--- src/rtl/serial_adder_if.sv ---
// Start/done handshake and operand/result bus of the bit-serial adder.
// The master issues the operation; the slave is the adder itself.
interface serial_adder_if #(
    parameter int WIDTH = 8
);
    logic             START;
    logic             SUB;
    logic [WIDTH-1:0] A;
    logic [WIDTH-1:0] B;
    logic             CIN;
    logic             BUSY;
    logic             DONE;
    logic [WIDTH-1:0] S;
    logic             COUT;
    logic             V;

    modport master (
        output START, SUB, A, B, CIN,
        input  BUSY, DONE, S, COUT, V
    );

    modport slave (
        input  START, SUB, A, B, CIN,
        output BUSY, DONE, S, COUT, V
    );
endinterface

--- src/rtl/serial_adder_ctrl.sv ---
// Bit-serial add/subtract: one full-adder cell (two half adders plus an OR)
// is reused LSB first over WIDTH cycles under a small IDLE/RUN/FIN FSM.
module serial_adder_ha (
    input  logic a,
    input  logic b,
    output logic s,
    output logic c
);
    assign s = a ^ b;
    assign c = a & b;
endmodule

module serial_adder_ctrl #(
    parameter int WIDTH = 8
) (
    input  logic           CLK,
    input  logic           RST_N,
    serial_adder_if.slave  bus
);
    localparam int CW = (WIDTH > 2) ? $clog2(WIDTH) : 1;

    localparam logic [1:0] IDLE = 2'd0;
    localparam logic [1:0] RUN  = 2'd1;
    localparam logic [1:0] FIN  = 2'd2;

    logic [1:0]       state;
    logic [WIDTH-1:0] a_sh;
    logic [WIDTH-1:0] b_sh;
    logic [WIDTH-2:0] res_sh;
    logic             carry;
    logic [CW-1:0]    cnt;

    logic             ha0_s;
    logic             ha0_c;
    logic             sum_bit;
    logic             ha1_c;
    logic             carry_nxt;
    logic [WIDTH-1:0] res_nxt;
    logic             last_bit;
    logic             accept;

    serial_adder_ha u_ha0 (.a(a_sh[0]), .b(b_sh[0]), .s(ha0_s),   .c(ha0_c));
    serial_adder_ha u_ha1 (.a(ha0_s),   .b(carry),   .s(sum_bit), .c(ha1_c));

    assign carry_nxt = ha0_c | ha1_c;
    // Low WIDTH-1 result bits live in res_sh; the new sum bit enters at the MSB.
    assign res_nxt   = {sum_bit, res_sh};
    assign last_bit  = (cnt == CW'(WIDTH - 1));
    assign accept    = bus.START && (state == IDLE || state == FIN);

    assign bus.BUSY  = (state == RUN);
    assign bus.DONE  = (state == FIN);

    always_ff @(posedge CLK or negedge RST_N) begin
        if (!RST_N) begin
            state  <= IDLE;
            a_sh   <= '0;
            b_sh   <= '0;
            res_sh <= '0;
            carry  <= 1'b0;
            cnt    <= '0;
            bus.S    <= '0;
            bus.COUT <= 1'b0;
            bus.V    <= 1'b0;
        end else begin
            case (state)
                RUN: begin
                    a_sh   <= a_sh >> 1;
                    b_sh   <= b_sh >> 1;
                    res_sh <= res_nxt[WIDTH-1:1];
                    carry  <= carry_nxt;
                    cnt    <= cnt + CW'(1);
                    if (last_bit) begin
                        // carry still holds the carry into the MSB at this edge
                        state    <= FIN;
                        bus.S    <= res_nxt;
                        bus.COUT <= carry_nxt;
                        bus.V    <= carry ^ carry_nxt;
                    end
                end
                IDLE, FIN: begin
                    if (accept) begin
                        state <= RUN;
                        a_sh  <= bus.A;
                        b_sh  <= bus.SUB ? ~bus.B : bus.B;
                        carry <= bus.SUB ? 1'b1 : bus.CIN;
                        cnt   <= '0;
                    end else begin
                        state <= IDLE;
                    end
                end
                default: state <= IDLE;
            endcase
        end
    end
endmodule

--- src/flat_wrapper.sv ---
// flat-port wrapper written by rule: the top's interface ports become plain ports
module serial_adder_ctrl_flat 
#(
    parameter int WIDTH = 8
)
  (CLK, RST_N, bus_START, bus_SUB, bus_A, bus_B, bus_CIN, bus_BUSY, bus_DONE, bus_S, bus_COUT, bus_V);
  serial_adder_if #(.WIDTH(WIDTH)) bus_i ();
  input  logic CLK;
  input  logic RST_N;
  input wire logic [$bits(bus_i.START)-1:0] bus_START;
  input wire logic [$bits(bus_i.SUB)-1:0] bus_SUB;
  input wire logic [$bits(bus_i.A)-1:0] bus_A;
  input wire logic [$bits(bus_i.B)-1:0] bus_B;
  input wire logic [$bits(bus_i.CIN)-1:0] bus_CIN;
  output wire logic [$bits(bus_i.BUSY)-1:0] bus_BUSY;
  output wire logic [$bits(bus_i.DONE)-1:0] bus_DONE;
  output wire logic [$bits(bus_i.S)-1:0] bus_S;
  output wire logic [$bits(bus_i.COUT)-1:0] bus_COUT;
  output wire logic [$bits(bus_i.V)-1:0] bus_V;
  assign bus_i.START = bus_START;
  assign bus_i.SUB = bus_SUB;
  assign bus_i.A = bus_A;
  assign bus_i.B = bus_B;
  assign bus_i.CIN = bus_CIN;
  assign bus_BUSY = bus_i.BUSY;
  assign bus_DONE = bus_i.DONE;
  assign bus_S = bus_i.S;
  assign bus_COUT = bus_i.COUT;
  assign bus_V = bus_i.V;
  serial_adder_ctrl #(.WIDTH(WIDTH)) u_core (.CLK(CLK), .RST_N(RST_N), .bus(bus_i));
endmodule
--- config.mk ---
export PLATFORM = sky130hd
export DESIGN_NAME = serial_adder_ctrl_flat
export DESIGN_NICKNAME = d
export VERILOG_FILES = /design/src/rtl/serial_adder_if.sv /design/src/rtl/serial_adder_ctrl.sv /design/src/flat_wrapper.sv
export SDC_FILE = /design/constraint.sdc
export NUM_CORES = 1
export LEC_CHECK = 0
export ABC_AREA = 1
export ABC_CLOCK_PERIOD_IN_PS = 2300
export CORE_ASPECT_RATIO = 1.75
export CORE_MARGIN = 5
export CORE_UTILIZATION = 35
export CTS_CLUSTER_DIAMETER = 40
export DETAILED_ROUTE_END_ITERATION = 7
export GPL_TIMING_DRIVEN = 0
export PLACE_DENSITY = 0.67
export SYNTH_ARGS = -nofsm -noshare
export SYNTH_HDL_FRONTEND = slang
export SYNTH_SLANG_ARGS = --single-unit
--- constraint.sdc ---
create_clock -name CLK -period 2.3 [get_ports CLK]
set_clock_uncertainty 0.15 [all_clocks]
set_input_delay 0.23 -clock CLK [delete_from_list [all_inputs] [get_ports CLK]]
set_output_delay 0.23 -clock CLK [all_outputs]
set_load 0.005 [all_outputs]
* Word level (Yosys, flattened, before mapping)
Index checks and enable logic that the tools add are counted.
Word-level totals: register bits after elaboration 39, output and inout port bits 12
Operators by class: $add $sub $neg 1, equal/unequal tests 5, muxes and demuxes 13, bitwise operators 7, reduce and logical (&&, ||, !) cells 7
Operators by type and width (count):
- $pmux 8 s2 | 2
- $mux 8 | 3
- $not 8->8 | 1
- $pmux 3 s2 | 1
- $ne 2x1->1 const B | 2
- $pmux 2 s2 | 1
- $reduce_and 2->1 | 2
- $add 3x1->3 const B | 1
- $eq 3x3->1 const B | 1
- $mux 1 | 3
- $mux 3 | 1
- $xor 1x1->1 | 3
- $and 1x1->1 | 2
- $eq 2x1->1 const B | 1
- $eq 2x2->1 const B | 1
- $logic_not 2->1 | 1
- $mux 2 | 1
- $pmux 1 s2 | 1
- $reduce_bool 2->1 | 1
- $reduce_or 2->1 | 1
- $logic_and 1x1->1 | 1
- $logic_or 1x1->1 | 1
- $or 1x1->1 | 1

* Logic depth before layout (Yosys ltp)
Gate-level depths: netlist (run 1).
depth after elaboration 5, depth in mapped cells 8, gate-level depth less buffers 7

* Hierarchy
From an unflattened synthesis (run 1), not the netlist that was laid out.
Second synthesis, totals: cell total of the unflattened synthesis 234, area total of the unflattened synthesis 1936.9 um2
By module, submodules not included:
- serial_adder_ctrl | instances 1, cells an instance 232, area an instance 1911.8 um2, seq. area each 975.9 um2
- serial_adder_ha | instances 2, cells an instance 1, area an instance 12.5 um2, seq. area each 0.0 um2

* Worst setup path after synthesis (run 1)
No wires, ideal clock.
kind flip-flop to flip-flop, start point register u_core.a_sh[0], end point register u_core.carry, library setup time 0.117 ns, arrival 1.070 ns, required time 2.033 ns, path slack 0.963 ns, stages on the path, launching flop included 6, path buffers 0, clock period less this slack 1.337 ns, path through dfrtp_1 > fa_1 > inv_1 > nand2_1 > nand3_1 > nand2_1
On the way: longest elaborated chain between the ends 4, elaborated cells on any way between the ends 5
RTL lines:
- from (decl) | RTL line serial_adder_ctrl.sv:27 | logic [WIDTH-1:0] a_sh;
- from (signal assigned) | RTL line serial_adder_ctrl.sv:68 | a_sh <= a_sh >> 1;
- from (signal assigned) | RTL line serial_adder_ctrl.sv:84 | a_sh <= bus.A;
- $xor 1x1->1 | RTL line serial_adder_ctrl.sv:9 | assign s = a ^ b;
- $and 1x1->1 | RTL line serial_adder_ctrl.sv:10 | assign c = a & b;
- $or 1x1->1 (*) | RTL line serial_adder_ctrl.sv:45 | assign carry_nxt = ha0_c | ha1_c;
- via u_core.carry_nxt | RTL line serial_adder_ctrl.sv:37 | logic carry_nxt;
- $pmux 1 s2 (*) | RTL line serial_adder_ctrl.sv:66 | case (state)
- to (signal assigned) | RTL line serial_adder_ctrl.sv:71 | carry <= carry_nxt;
- to (signal assigned) | RTL line serial_adder_ctrl.sv:86 | carry <= bus.SUB ? 1'b1 : bus.CIN;
- to (decl) | RTL line serial_adder_ctrl.sv:30 | logic carry;
Mark *: on every way through the listed nets, which the timed path passes. The rest lies on a longest branch. A chain may end at the register's enable or synchronous reset.

* Worst setup path in the final report (run 1)
start point register u_core.state[0], end point output port bus_BUSY
On the way: longest elaborated chain between the ends 1
RTL lines:
- from (decl) | RTL line serial_adder_ctrl.sv:26 | logic [1:0] state;
- from (signal assigned) | RTL line serial_adder_ctrl.sv:56 | state <= IDLE;
- from (signal assigned) | RTL line serial_adder_ctrl.sv:75 | state <= FIN;
- from (signal assigned) | RTL line serial_adder_ctrl.sv:83 | state <= RUN;
- $eq 2x1->1 | RTL line serial_adder_ctrl.sv:51 | assign bus.BUSY = (state == RUN);
- to (decl) | RTL line flat_wrapper.sv:15 | output wire logic [$bits(bus_i.BUSY)-1:0] bus_BUSY;
Every way passes these cells.

==> out/qor.yml, run 1 <==
clock-sinks: 39
area_growth_pct: 27.4
crit_buf_inv: 3
clkPwrFrac_pct: 18.8
synth_edf_count: 0
initial_core_util_pct: 36.0
p_sw_share_pct: 37.8
final.setup.tns_ns: 0
powerDensity_nw_per_um2: 1280
clock.fmax_mhz: 532
fin_cells: 345
worst_pin_slew_ns: 0.869
wl_um: 3610
postLayoutCellArea_um2: 2430
postRouteAntennaNets: 0
crit_chain: "buf_6 -> nand2_4 -> inv_4 -> clkdlybuf4s50_1"
dieArea_um2: 7090
core_um2: 5300
clock_tree.root_cell: "clkbuf_8"
gp_congestion: 0.754
maxSlewViolCount: 0
synth.most_common_cell: "nand2_1"
hold_viol: 0
rsz0062_at_grt: "false"
period_share_pct: 81.7
placed_cells: 336
grt_pass1_vias: 1489
yosys-top-cells-area: "dfrtp_1 51%, nand2_1 21%, inv_1 4.9%"
cts.htree.levels: 2
cap_violations: 0
synth_fp_nets: 255
yosys_warnings: 0
routed_via_density: 4.29
grt-ovfl-total: 0
arrival_ns: 1.50
route.vias.total: 1479
required_ns: 1.92
die_h_um: 108
synth.cell_area_um2: 1910
grt_pass1_wl_um: 6590
crit_fanout: 10
antenna_found_initial: 0
io-pin-count: 33
drtIter0Drc: 36
drc: 0
clockBufferDepth: 2
period_minus_slack_ns: 1.88
cpPeakStageDelay_ns: 0.49
cts_buffers: 5
r2r_setup_slack_ns: 0.86
ys_async_sr_fraction_pct: 100
synth.yosys.seq_area_share_pct: 51.1
p_seq_share_pct: 37.0
antennaDiodeCount: 0
synthDistinctLibCells: 21
portBuffers: 31
avgSynthCellArea_um2: 8.27
yosysTopAreaCellShare_pct: 51.1
wl_per_cell_um: 10.5
slowest_stage: "clkdlybuf4s50_1"
cts.clk_slew.worst_paths_ns: 0.09
grtUsageTotal_pct: 11.9
internal_power_mw: 1.93
yosys.area.top_type: "dfrtp_1"
drt-pass1-iter-count: 4
fin_nets: 294
hold_path.class: "in2reg"
switchingPower_mw: 1.17
dominantRegCellSynth: "dfrtp_1"
clk_latency_ns: 0.30
slew_headroom_pct: 42.1
hpwl_um: 2640
critPathKind: "reg2out"
synth_cells: 231
status: "completed"
cts-resized-gates: 0
cpLargestDelayFamily: "buffers and inverters"
tritoncts: "built"
peakVddDrop_mv: 0.461
layout-drive-gt1-share_pct: 12.5
combPwrFrac_pct: 44.1
final_core_util_pct: 45.9
netlist_top_cells_count: "105 x nand2_1, 39 x dfrtp_1, 25 x inv_1, 17 x o21ai_0, 9 x nand3_1"
p_leak_nw: 1.22
dpl_cell_area_um2: 2310
placementRows: 35
ys_ff_latch: 39
finalSetupViolations: 0
startpoint_type: "flip-flop"
grt_max_degree: 40
end_kind: "output pin"
dieWidth_um: 65.8
-- repair_timing --
item	4_1_cts	5_1_grt
hold buffers	1	0
setup endpoints to repair	0	0
endpoints found under the hold margin	39	0
setup buffers	0	0
-- kinds of logic after synthesis --
| group | synth area share, % |
|---|---|
| buffers and inverters | 10.5 |
| DFF | 51.1 |
| AOI/OAI and AO/OA | 8.91 |
| xor gates and xnor gates | 0.918 |
| adders and majority gates | 2.36 |
| and+or+nand+nor | 26.1 |
-- layer usage --
metal	vias to the layer above	global-route usage, %	wire, um
met5	-	0	0
met3	5	2.93	172
met1	661	14.2	1490
li1	778	-	-
met4	0	4.01	60
met2	35	20.4	1890
-- state kept, by name, summed over array words and instances, names as in the netlist, 2 cells and up --
name / flops
u_core.bus.S: 8
u_core.res_sh: 7
u_core.b_sh: 8
u_core.a_sh: 8
u_core.cnt: 3
u_core.state: 2
-- per-stage QoR --
stage | hold slack, ns | setup WS (ns) | power (mW)
after floorplan | -0.216 | 0.963 | 2.11
after detailed placement | 0.248 | 0.712 | 2.57
after global placement | 0.305 | -0.133 | 2.53
after CTS | 0.246 | 0.400 | 3.17
final | 0.240 | 0.422 | 3.11
after global routing | 0.309 | 0.338 | 3.42
-- path summary, 6_finish.rpt --
| path | startpoint | end | cells after the start |
|---|---|---|---|
| max | u_core.state[0] | bus_BUSY | 4 |
| min | bus_SUB | u_core.b_sh[7] | 3 |
| max reg2reg | u_core.cnt[0] | u_core.bus.S[0] | 7 |
| min reg2reg | u_core.cnt[0] | u_core.cnt[0] | 1 |
| max in group asynchronous | RST_N | u_core.a_sh[0] | 2 |
| min in group asynchronous | RST_N | u_core.bus.COUT | 2 |
-- worst register-to-register path: stages, from the launching register on --
cell	delay, ns
dfrtp_1	0.40
ha_1	0.21
ha_1	0.20
nand2_2	0.10
buf_6	0.14
inv_2	0.04
nand2_1	0.05
nand2_1	0.04
-- power groups by stage --
| stage | logic (mW) | clock network (mW) | registers [mW] |
|---|---|---|---|
| 3_3_place_gp | 1.38 | 0 | 1.15 |
| 4_1_cts | 1.41 | 0.604 | 1.16 |
| 2_1_floorplan | 0.970 | 0 | 1.14 |
| 3_5_place_dp | 1.41 | 0 | 1.17 |
| 5_1_grt | 1.60 | 0.630 | 1.19 |
| 6_report | 1.37 | 0.586 | 1.15 |
-- layout make-up --
type	instances	area (um2)
tap	74	92.6
sequential	39	976
clock inverter	3	46.3
buffer	9	82.6
inverter	29	119
fill	536	2870
clock buffer	5	68.8
multi-input combinational	154	732
timing repair buffer	32	315
-- layout by cell type (no fill, tap or decap), types with 3 or more instances in the layout --
master,synthesis,routed
o21ai_0,17,17
o21ai_2,8,8
dfrtp_1,39,39
nor2_1,3,3
buf_6,6,6
nand2_1,105,105
clkbuf_8,0,5
buf_2,2,3
inv_1,25,25
nand3_1,9,9
clkdlybuf4s50_1,0,30
(Power assumes the default switching activity.)
==> run 2: changes to the inputs <==
--- a/config.mk
+++ b/config.mk
@@ -6,14 +6,14 @@
 export NUM_CORES = 1
 export LEC_CHECK = 0
 export ABC_AREA = 1
-export ABC_CLOCK_PERIOD_IN_PS = 2300
+export ABC_CLOCK_PERIOD_IN_PS = 1550
 export CORE_ASPECT_RATIO = 1.75
 export CORE_MARGIN = 5
 export CORE_UTILIZATION = 35
 export CTS_CLUSTER_DIAMETER = 40
 export DETAILED_ROUTE_END_ITERATION = 7
 export GPL_TIMING_DRIVEN = 0
-export PLACE_DENSITY = 0.67
+export PLACE_DENSITY = 0.69
 export SYNTH_ARGS = -nofsm -noshare
 export SYNTH_HDL_FRONTEND = slang
 export SYNTH_SLANG_ARGS = --single-unit
==> constraint.sdc (replaced) <==
create_clock -name CLK -period 1.55 [get_ports CLK]
set_clock_uncertainty 0.15 [all_clocks]
set_input_delay 0.155 -clock CLK [delete_from_list [all_inputs] [get_ports CLK]]
set_output_delay 0.155 -clock CLK [all_outputs]
set_load 0.005 [all_outputs]
==> run 2 against run 1 <==
  * Register-to-register slack worse by 0.77 ns
  * Global-route usage down 0.30 points
  * Clock power up 11%
  * Cell area up 0.72%
  * Critical path depth up 5
  * Largest power group unchanged
  * Highest routed layer unchanged
  * First-iteration DRC count up 47%
  * Hold slack worse by 0.10 ns
  * Critical endpoint is now u_core.cnt[2]
==> out/qor.yml, run 2 (synthesized netlist as in run 1, its figures left out) <==
status: "completed"
dieArea_um2: 7090  # unchanged
end_kind: "flip-flop"
clock.fmax_mhz: 687
wl_per_cell_um: 10.3  # -1.9%
grtUsageTotal_pct: 11.6  # -0.30 points
cap_violations: 0  # unchanged
wl_um: 3600  # -0.19%
grt_max_degree: 40  # unchanged
drtIter0Drc: 53  # +47%
cp-endpoint: "u_core.cnt[2]"
r2r_setup_slack_ns: 0.09  # -0.77 ns
io-pin-count: 33  # unchanged
holdWs_ns: 0.140  # -0.0998 ns
clock_tree.root_cell: "clkbuf_8"
grt_use_met1_pct: 13.4  # -0.85 points
dieWidth_um: 65.8  # unchanged
period_minus_slack_ns: 1.46
grtUsageMet3_pct: 2.93  # unchanged
critPathKind: "reg2reg"
p_total_mw: 4.53  # +46%
routed_via_density: 4.28  # about the same
clock-sinks: 39  # unchanged
grt_pass1_vias: 1417  # -4.8%
hold_path.class: "in2reg"
top_usage_layer: "met2"
initial_core_util_pct: 36.0  # unchanged
placementRows: 35  # unchanged
crit_fanout: 10  # unchanged
route.vias.total: 1504  # +1.7%
use_met2_pct: 19.2  # -1.1 points
core_um2: 5300  # unchanged
finalSetupViolations: 0  # unchanged
postRouteAntennaNets: 0  # unchanged
final_core_util_pct: 46.2  # +0.33 points
gp_congestion: 0.753  # about the same
worst_pin_slew_ns: 0.860  # -0.00857 ns
portBuffers: 31  # unchanged
fillCellCount: 534  # -0.37%
area_growth_pct: 28.3
grt-ovfl-total: 0  # unchanged
fin_nets: 300  # +2.0%
cpPeakStageDelay_ns: 0.38  # -0.11 ns
cts_buffers: 5  # unchanged
startpoint_type: "flip-flop"
drt-pass1-iter-count: 4  # unchanged
period_share_pct: 93.9
slew_headroom_pct: 42.6  # +0.57 points
r2r-end: "u_core.cnt[2]"
slowest_stage: "dfrtp_1"
required_ns: 1.58  # -0.34 ns
final_cell_mix: "105 x nand2_1, 39 x dfrtp_1, 28 x clkdlybuf4s50_1"
layout-drive-gt1-share_pct: 14.8  # +2.3 points
crit_path_start: "u_core.state[0]"
cts.clk_slew.worst_paths_ns: 0.07  # -0.02 ns
maxSlewViolCount: 0  # unchanged
rsz0062_at_grt: "false"
antenna_found_initial: 0  # unchanged
drc: 0  # unchanged
clk_latency_ns: 0.29  # about the same
peakVddDrop_mv: 0.710  # +54%
tritoncts: "built"
largestRegisters: "u_core.a_sh: 8 flops, u_core.b_sh: 8 flops, u_core.bus.S: 8 flops"
die_h_um: 108  # unchanged
powerDensity_nw_per_um2: 1850  # +45%
clockBufferDepth: 2  # unchanged
reg2reg_depth: 9  # +2
hold_viol: 0  # unchanged
cts.htree.levels: 2  # unchanged
arrival_ns: 1.49  # about the same
crit_chain: "buf_6 -> buf_4 -> inv_8 -> nand2_8 -> nand2_4 -> inv_4 -> buf_6 -> nand2_1 -> nand2_1"
grt_pass1_wl_um: 6370  # -3.4%
r2r-start: "u_core.state[0]"
antennaDiodeCount: 0  # unchanged
hpwl_um: 2560  # -3.0%
final_common_cell: "nand2_1"
p_leak_nw: 1.26  # +2.9%
[run 2: critical path, delay by kind of cell, from the launching register on]
kind	cells	cell delay [ns]
buffers and inverters	5	0.56
flip-flops	1	0.38
AND/OR/NAND/NOR	4	0.26
[run 2: cell type report]
class	count	area, um2	area share, %
Multi-Input combinational cell	154	732	29.9
Clock buffer	5	68.8	2.81
Inverter	29	121	4.95
Sequential cell	39	976	39.8
Buffer	9	82.6	3.37
Clock inverter	3	15.0	0.613
Timing Repair Buffer	38	362	14.8
Tap cell	74	92.6	3.78
[run 2: worst min path at each step]
stage                               from  cells after the start  slack, ns              end
after floorplan                    RST_N                      0      -0.29   u_core.a_sh[0]
after CTS                        bus_SUB                      3       0.15   u_core.b_sh[7]
after global placement    u_core.a_sh[3]                      2       0.30   u_core.a_sh[3]
final                            bus_SUB                      3       0.14   u_core.b_sh[7]
after global routing             bus_SUB                      5       0.22   u_core.b_sh[3]
after detailed placement           RST_N                      1       0.17  u_core.state[1]
[run 2: per-layer routing]
metal  part of all wire, %  routed length (um)
met5                     0                   0
met4                   2.4                  85
met3                   4.1                 146
met2                    50                1790
met1                    44                1580
[run 2: what timing repair did]
item	in CTS	in global routing
endpoints found under the hold margin	39	0
setup buffers	3	3
gates resized for setup	2	2
endpoints found under the setup margin	2	15
hold buffers	1	0
pin swaps	1	1
[run 2: stage by stage]
stage                     TNS, ns  area [um2]  setup slack [ns]  instances
after detailed placement        0        2310            0.0281        336
after floorplan                 0        1910             0.213        231
final                           0        2450            0.0943        351
after global placement     -30.99        2310            -0.797        336
after CTS                  -0.166        2420            -0.166        348
after global routing            0        2450            0.0155        351
[run 2: power breakdown]
part | total [mW] | leakage [nW] | switching [mW] | internal (mW)
sequential | 1.71 | 0.493 | 0.235 | 1.47
clock | 0.653 | 0.0477 | 0.346 | 0.308
combinational | 2.17 | 0.719 | 1.16 | 1.01
total | 4.53 | 1.26 | 1.74 | 2.79
